`config.mk`:
```
export PLATFORM = sky130hd
export DESIGN_NAME = p_beid_interconnect_f0_ahb_mtx_input_stage_flat
export DESIGN_NICKNAME = d
export VERILOG_FILES = /design/src/rtl/p_beid_interconnect_f0_ahb_mtx_input_stage_if.sv /design/src/rtl/p_beid_interconnect_f0_ahb_mtx_input_stage.sv /design/src/flat_wrapper.sv
export SDC_FILE = /design/constraint.sdc
export NUM_CORES = 1
export LEC_CHECK = 0
export CAP_MARGIN = 20
export CORE_MARGIN = 3
export CORE_UTILIZATION = 42
export CTS_BUF_LIST = sky130_fd_sc_hd__clkbuf_16
export CTS_CLUSTER_SIZE = 10
export DETAILED_ROUTE_END_ITERATION = 16
export PLACE_DENSITY = 0.8
export SKIP_LAST_GASP = 1
export SYNTH_ARGS = -nofsm -noshare
export SYNTH_HDL_FRONTEND = slang
export SYNTH_SLANG_ARGS = --single-unit
```
`constraint.sdc`:
```
create_clock -name HCLK -period 1.5 [get_ports HCLK]
set_clock_uncertainty 0.05 [all_clocks]
set_input_delay 0.3 -clock HCLK [delete_from_list [all_inputs] [get_ports HCLK]]
set_output_delay 0.3 -clock HCLK [all_outputs]
set_load 0.02 [all_outputs]
```
`src/rtl/p_beid_interconnect_f0_ahb_mtx_input_stage_if.sv`:
```
// Master-facing AHB slave port plus the decoder/arbiter-facing side of one matrix input stage.
// The slave modport is taken by the input stage; master is the environment side.
interface p_beid_interconnect_f0_ahb_mtx_input_stage_if #(
    parameter int ADDR_WIDTH = 32
);
    // Master-side address/control and returned response
    logic                  HSELS;
    logic [ADDR_WIDTH-1:0] HADDRS;
    logic [1:0]            HTRANSS;
    logic                  HWRITES;
    logic [2:0]            HSIZES;
    logic [2:0]            HBURSTS;
    logic [3:0]            HPROTS;
    logic                  HMASTLOCKS;
    logic                  HREADYS;
    logic                  HREADYOUTS;
    logic                  HRESPS;

    // Address/control presented to decoder and output stages
    logic                  HSELI;
    logic [ADDR_WIDTH-1:0] HADDRI;
    logic [1:0]            HTRANSI;
    logic                  HWRITEI;
    logic [2:0]            HSIZEI;
    logic [2:0]            HBURSTI;
    logic [3:0]            HPROTI;
    logic                  HMASTLOCKI;

    // Arbitration and data-phase return path
    logic                  req;
    logic                  addr_accept;
    logic                  data_hready;
    logic                  data_hresp;

    modport slave (
        input  HSELS, HADDRS, HTRANSS, HWRITES, HSIZES, HBURSTS, HPROTS, HMASTLOCKS, HREADYS,
        output HREADYOUTS, HRESPS,
        output HSELI, HADDRI, HTRANSI, HWRITEI, HSIZEI, HBURSTI, HPROTI, HMASTLOCKI,
        output req,
        input  addr_accept, data_hready, data_hresp
    );

    modport master (
        output HSELS, HADDRS, HTRANSS, HWRITES, HSIZES, HBURSTS, HPROTS, HMASTLOCKS, HREADYS,
        input  HREADYOUTS, HRESPS,
        input  HSELI, HADDRI, HTRANSI, HWRITEI, HSIZEI, HBURSTI, HPROTI, HMASTLOCKI,
        input  req,
        output addr_accept, data_hready, data_hresp
    );
endinterface

```
`src/rtl/p_beid_interconnect_f0_ahb_mtx_input_stage.sv`:
```
// AHB matrix input stage: forwards live address phase combinationally, holds it when not accepted.
// Zero-latency req; stalls the master while an address is pending or the target data phase waits.
module p_beid_interconnect_f0_ahb_mtx_input_stage #(
    parameter int ADDR_WIDTH = 32
) (
    input logic HCLK,
    input logic HRESET,
    p_beid_interconnect_f0_ahb_mtx_input_stage_if.slave bus
);

    localparam logic [1:0] TRANS_IDLE = 2'b00;

    logic                  new_tr;
    logic                  pend_reg;
    logic                  dphase_reg;

    logic [ADDR_WIDTH-1:0] hold_addr;
    logic [1:0]            hold_trans;
    logic                  hold_write;
    logic [2:0]            hold_size;
    logic [2:0]            hold_burst;
    logic [3:0]            hold_prot;
    logic                  hold_lock;

    // Only NONSEQ/SEQ on a ready bus is a real address phase
    assign new_tr = bus.HSELS & bus.HREADYS & bus.HTRANSS[1];

    always_ff @(posedge HCLK) begin
        if (HRESET) begin
            hold_addr  <= '0;
            hold_trans <= TRANS_IDLE;
            hold_write <= 1'b0;
            hold_size  <= '0;
            hold_burst <= '0;
            hold_prot  <= '0;
            hold_lock  <= 1'b0;
        end else if (bus.HREADYS) begin
            hold_addr  <= bus.HADDRS;
            hold_trans <= bus.HTRANSS;
            hold_write <= bus.HWRITES;
            hold_size  <= bus.HSIZES;
            hold_burst <= bus.HBURSTS;
            hold_prot  <= bus.HPROTS;
            hold_lock  <= bus.HMASTLOCKS;
        end
    end

    always_ff @(posedge HCLK) begin
        if (HRESET) begin
            pend_reg <= 1'b0;
        end else if (bus.HREADYS) begin
            pend_reg <= new_tr & ~bus.addr_accept;
        end else if (pend_reg & bus.addr_accept) begin
            pend_reg <= 1'b0;
        end
    end

    // A data phase follows every accepted address phase; it ends on the target's ready
    always_ff @(posedge HCLK) begin
        if (HRESET) begin
            dphase_reg <= 1'b0;
        end else if (bus.addr_accept) begin
            dphase_reg <= 1'b1;
        end else if (bus.data_hready) begin
            dphase_reg <= 1'b0;
        end
    end

    always_comb begin
        bus.HSELI      = bus.HSELS & bus.HREADYS;
        bus.HADDRI     = bus.HADDRS;
        bus.HTRANSI    = bus.HTRANSS;
        bus.HWRITEI    = bus.HWRITES;
        bus.HSIZEI     = bus.HSIZES;
        bus.HBURSTI    = bus.HBURSTS;
        bus.HPROTI     = bus.HPROTS;
        bus.HMASTLOCKI = bus.HMASTLOCKS;
        if (pend_reg) begin
            bus.HSELI      = 1'b1;
            bus.HADDRI     = hold_addr;
            bus.HTRANSI    = hold_trans;
            bus.HWRITEI    = hold_write;
            bus.HSIZEI     = hold_size;
            bus.HBURSTI    = hold_burst;
            bus.HPROTI     = hold_prot;
            bus.HMASTLOCKI = hold_lock;
        end
    end

    assign bus.req = pend_reg | new_tr;

    always_comb begin
        if (pend_reg) begin
            bus.HREADYOUTS = 1'b0;
        end else if (dphase_reg) begin
            bus.HREADYOUTS = bus.data_hready;
        end else begin
            bus.HREADYOUTS = 1'b1;
        end
    end

    // Both cycles of a two-cycle ERROR come straight from the target
    assign bus.HRESPS = dphase_reg & bus.data_hresp;

    // An output stage may only accept an address this port is actually offering
    accept_needs_request: assert property (
        @(posedge HCLK) disable iff (HRESET)
        !(bus.addr_accept && !pend_reg && !new_tr)
    );

endmodule
```
`src/flat_wrapper.sv`:
```
// flat-port wrapper written by rule: the top's interface ports become plain ports
module p_beid_interconnect_f0_ahb_mtx_input_stage_flat 
#(
    parameter int ADDR_WIDTH = 32
)
  (HCLK, HRESET, bus_HSELS, bus_HADDRS, bus_HTRANSS, bus_HWRITES, bus_HSIZES, bus_HBURSTS, bus_HPROTS, bus_HMASTLOCKS, bus_HREADYS, bus_HREADYOUTS, bus_HRESPS, bus_HSELI, bus_HADDRI, bus_HTRANSI, bus_HWRITEI, bus_HSIZEI, bus_HBURSTI, bus_HPROTI, bus_HMASTLOCKI, bus_req, bus_addr_accept, bus_data_hready, bus_data_hresp);
  p_beid_interconnect_f0_ahb_mtx_input_stage_if #(.ADDR_WIDTH(ADDR_WIDTH)) bus_i ();
  input logic HCLK;
  input logic HRESET;
  input wire logic [$bits(bus_i.HSELS)-1:0] bus_HSELS;
  input wire logic [$bits(bus_i.HADDRS)-1:0] bus_HADDRS;
  input wire logic [$bits(bus_i.HTRANSS)-1:0] bus_HTRANSS;
  input wire logic [$bits(bus_i.HWRITES)-1:0] bus_HWRITES;
  input wire logic [$bits(bus_i.HSIZES)-1:0] bus_HSIZES;
  input wire logic [$bits(bus_i.HBURSTS)-1:0] bus_HBURSTS;
  input wire logic [$bits(bus_i.HPROTS)-1:0] bus_HPROTS;
  input wire logic [$bits(bus_i.HMASTLOCKS)-1:0] bus_HMASTLOCKS;
  input wire logic [$bits(bus_i.HREADYS)-1:0] bus_HREADYS;
  output wire logic [$bits(bus_i.HREADYOUTS)-1:0] bus_HREADYOUTS;
  output wire logic [$bits(bus_i.HRESPS)-1:0] bus_HRESPS;
  output wire logic [$bits(bus_i.HSELI)-1:0] bus_HSELI;
  output wire logic [$bits(bus_i.HADDRI)-1:0] bus_HADDRI;
  output wire logic [$bits(bus_i.HTRANSI)-1:0] bus_HTRANSI;
  output wire logic [$bits(bus_i.HWRITEI)-1:0] bus_HWRITEI;
  output wire logic [$bits(bus_i.HSIZEI)-1:0] bus_HSIZEI;
  output wire logic [$bits(bus_i.HBURSTI)-1:0] bus_HBURSTI;
  output wire logic [$bits(bus_i.HPROTI)-1:0] bus_HPROTI;
  output wire logic [$bits(bus_i.HMASTLOCKI)-1:0] bus_HMASTLOCKI;
  output wire logic [$bits(bus_i.req)-1:0] bus_req;
  input wire logic [$bits(bus_i.addr_accept)-1:0] bus_addr_accept;
  input wire logic [$bits(bus_i.data_hready)-1:0] bus_data_hready;
  input wire logic [$bits(bus_i.data_hresp)-1:0] bus_data_hresp;
  assign bus_i.HSELS = bus_HSELS;
  assign bus_i.HADDRS = bus_HADDRS;
  assign bus_i.HTRANSS = bus_HTRANSS;
  assign bus_i.HWRITES = bus_HWRITES;
  assign bus_i.HSIZES = bus_HSIZES;
  assign bus_i.HBURSTS = bus_HBURSTS;
  assign bus_i.HPROTS = bus_HPROTS;
  assign bus_i.HMASTLOCKS = bus_HMASTLOCKS;
  assign bus_i.HREADYS = bus_HREADYS;
  assign bus_HREADYOUTS = bus_i.HREADYOUTS;
  assign bus_HRESPS = bus_i.HRESPS;
  assign bus_HSELI = bus_i.HSELI;
  assign bus_HADDRI = bus_i.HADDRI;
  assign bus_HTRANSI = bus_i.HTRANSI;
  assign bus_HWRITEI = bus_i.HWRITEI;
  assign bus_HSIZEI = bus_i.HSIZEI;
  assign bus_HBURSTI = bus_i.HBURSTI;
  assign bus_HPROTI = bus_i.HPROTI;
  assign bus_HMASTLOCKI = bus_i.HMASTLOCKI;
  assign bus_req = bus_i.req;
  assign bus_i.addr_accept = bus_addr_accept;
  assign bus_i.data_hready = bus_data_hready;
  assign bus_i.data_hresp = bus_data_hresp;
  p_beid_interconnect_f0_ahb_mtx_input_stage #(.ADDR_WIDTH(ADDR_WIDTH)) u_core (.HCLK(HCLK), .HRESET(HRESET), .bus(bus_i));
endmodule
```
; After elaboration in Yosys (flattened, before gate mapping)
; Cells that the tools add are included.
[totals]
regBits = 48
inputBits = 53
wordCells = 32
[classes]
mux = 14
n_bitwise = 7
n_reduce_logical = 2
[ops]
columns = cell, n
row1 = two-way mux 32 bit, 1
row2 = two-way mux 1 bit, 9
row3 = two-way mux 3 bit, 2
row4 = AND 1 bit, 5
row5 = two-way mux 4 bit, 1
row6 = nonzero test 2 bit, 2
row7 = two-way mux 2 bit, 1
row8 = inverter 1 bit, 1
row9 = bitwise OR 1 bit, 1

; Longest topological paths before layout
[logic_depth]
ltp_word = 4
ltp_mapped = 5

; Least setup slack after synthesis
; No wires, ideal clock.
[synth_path]
path_type = reg2out
start = reg u_core.pend_reg
end = out bus_HADDRI[17]
t_arrival_ps = 966
required_time_ps = 1150
slack_ps = 184
stages_incl_launch_ff = 4
n_path_buf = 2
cell_sequence = dfxtp_1 -> buf_4 -> buf_6 -> mux2_1
[synth_via]
elab_chain_cells = 1
[synth_lines]
columns = element, line_no
row1 = "start, declared", p_beid_interconnect_f0_ahb_mtx_input_stage.sv:14  ; logic pend_reg;
row2 = "start signal, assigned", p_beid_interconnect_f0_ahb_mtx_input_stage.sv:52  ; pend_reg <= new_tr & ~bus.addr_accept;
row3 = two-way mux 32 bit, p_beid_interconnect_f0_ahb_mtx_input_stage.sv:78  ; if (pend_reg) begin
row4 = "end, declared", flat_wrapper.sv:22  ; output wire logic [$bits(bus_i.HADDRI)-1:0] bus_HADDRI;
; No other way between the ends.

; Worst setup path after layout
[layout_path]
start = reg u_core.pend_reg
end = out bus_HADDRI[15]
; The elaborated chain is that of the path after synthesis.

==> metrics.yaml <==
path_buf_inv: 4
hold_violations: 0
synth_most_common_cell: "dfxtp_1"
slew_headroom_pct: 71.8
slowest_delay_ns: 0.38
clock_latency_ns: 0.28
synth_fp_nets: 266
avgRoutedWirePerCell_um: 14.6
setup_tns_ns: -11.94
grt_antenna_before_repair: 0
violations: "setup timing"
start_kind: "flop"
clock-sinks: 48
cts_buffers: 5
avgSynthCellArea_um2: 11.0
cts_tree: "built"
grt_max_degree: 25
placed_cell_area_um2: 3380
synth_cell_types: 18
die_height_um: 80.7
vias_per_cell: 4.85
worst_pin_slew_ns: 0.423
start_util_pct: 44.7
ant_nets: 0
synth_warnings: 0
cp-end-kind: "output pin"
max_freq_mhz: 552
grt_use_total_pct: 17.6
min_period_ns: 1.81
synth-seq-cells: 48
synth_top_area_share_pct: 41.0
diodes: 0
grt_pass1_wl_um: 8920
hold_class: "input pin to flop"
hpwl_um: 3840
synth_cells: 213
path_clk_slew_ns: 0.06
synthArstFlopShare_pct: 0
clk_path_buf_depth: 2
cts_root_buffer: "clkbuf_16"
routed_wl_um: 5780
largest_reg_flops: 32
fin_util_pct: 69.6
num_rows: 26
io_pins: 103
finalCritPeriodShare_pct: 121
path_max_fanout: 5
synth_top_cell_by_area: "dfxtp_1"
layout-drive-gt1-share_pct: 38.8
synth_edf_count: 0
nFillCells: 406
fp.dieW_um: 80.7
p_leak_uw: 0.00168
path_class: "flop to output pin"
worst_ep_arrival_time_ns: 1.46
die_area_um2: 6510
dr.pass1.iters: 4
required_ns: 1.15
synth_flop_cell: "dfxtp_1"
drt_iter0_markers: 54
fin_nets: 377
reg_top3: "u_core.hold_addr x32, u_core.hold_prot x4"
drc_errors: 0
synth_commonest_cells: "48 x dfxtp_1, 46 x mux2i_1, 46 x nor2_1"
run_status: "finished, violations left"
ys_seq_area_share_pct: 41.0
portBuffers: 102
via_count: 1915
rsz0062_at_grt: "true"
p_total_uw: 3150
setup_ws_ns: -0.311
placeableCoreArea_um2: 5240
crit_chain: "buf_12 > buf_12 > buf_12 > mux2_4 > buf_6"
regMostFlops: "u_core.hold_addr"
cpLargestDelayFamily: "buffers and inverters"
globalplace.congestion: 0.670
final_cell_area_um2: 3650
crit_top_cell: "buf_12"
cp_slowest_cell: "dfxtp_4"
maxSlewViolCount: 0
maxCapViolCount: 0
ys_top_cells_by_area: "dfxtp_1 41%, mux2_2 21%, mux2i_1 20%, nor2_1 7.4%, buf_6 2.9%"
htree_levels: 2
syn_area_um2: 2340
vdd_ir_drop_max_mv: 0.425
setup_viol: 46
area_growth_pct: 55.6
powerDensity_nw_per_um2: 865
first_global_vias: 1969
grt_overflow: 0
[cell type report]
| type | instances | area (um^2) | share of cell area, % |
|---|---|---|---|
| Inverter | 1 | 3.75 | 0.103 |
| Clock buffer | 5 | 125 | 3.43 |
| Timing Repair Buffer | 121 | 1160 | 31.7 |
| Clock inverter | 3 | 13.8 | 0.377 |
| Tap cell | 70 | 87.6 | 2.40 |
| Multi-Input combinational cell | 147 | 1290 | 35.5 |
| Sequential cell | 48 | 965 | 26.5 |
[layout by cell type, fill, tap and decap left out, types with 2 or more instances in the layout]
cell / Yosys / layout
mux2_4: 0 / 19
clkbuf_16: 0 / 7
mux2_2: 43 / 25
nand2b_1: 3 / 2
dfxtp_1: 48 / 47
clkbuf_2: 0 / 14
clkdlybuf4s50_1: 0 / 48
nor2_1: 46 / 46
buf_12: 3 / 6
buf_2: 2 / 14
buf_4: 3 / 13
buf_6: 6 / 21
dlygate4sd2_1: 0 / 2
mux2_1: 3 / 2
mux2i_1: 46 / 46
clkinv_2: 0 / 2
[worst paths after layout]
check                                         start  slack, ns  cells past startpoint                                 to
setup / recovery       u_core.pend_reg$_SDFFE_PP0P_      -0.31                      5                     bus_HADDRI[15]
hold / removal                          bus_HREADYS       0.27                      3       u_core.pend_reg$_SDFFE_PP0P_
setup reg to reg       u_core.pend_reg$_SDFFE_PP0P_       0.44                      3       u_core.pend_reg$_SDFFE_PP0P_
hold reg to reg   u_core.hold_addr[31]$_SDFFE_PP0P_       0.44                      2  u_core.hold_addr[31]$_SDFFE_PP0P_
[what timing repair did]
action | in CTS | in global routing
pin swaps | 0 | 0
hold buffers | 0 | 0
cloned | 0 | 3
setup buffers | 3 | 3
gates resized for setup | 119 | 139
endpoints found under the setup margin | 50 | 50
[stage by stage]
stage	cells	hold WS (ns)	worst slack, ns
after floorplan	213	0.328	0.184
after global placement	378	0.416	-0.494
after detailed placement	378	0.426	-0.497
after CTS	389	0.260	-0.380
after global routing	395	0.272	-0.340
final	395	0.268	-0.311
[cell families (layout without fill, tap and decap cells)]
| group | after synthesis | count (layout) | share of synthesized area, % |
|---|---|---|---|
| mux | 92 | 92 | 41.8 |
| simple gates | 52 | 52 | 8.92 |
| flops | 48 | 48 | 41.0 |
| buf+inv | 18 | 130 | 7.47 |
| compound gates | 3 | 3 | 0.854 |
[power breakdown]
group / internal (uW) / switching, uW
Sequential: 1350 / 38.6
Combinational: 398 / 316
Clock: 606 / 446
[routing by layer]
metal  GRT usage (%)  up-vias  routed length [um]
met5               0        -                   0
met4            4.05        0                  24
met3            7.29        2                 525
met2            29.3       67                2720
met1            21.0      892                2510
li1                -      954                   -
[worst min-delay path, cell delays in order]
cell and delay (ns):
buf_2 0.12, nand3_2 0.06, a211oi_1 0.07
No activity file was read; power rests on OpenSTA's default activity.
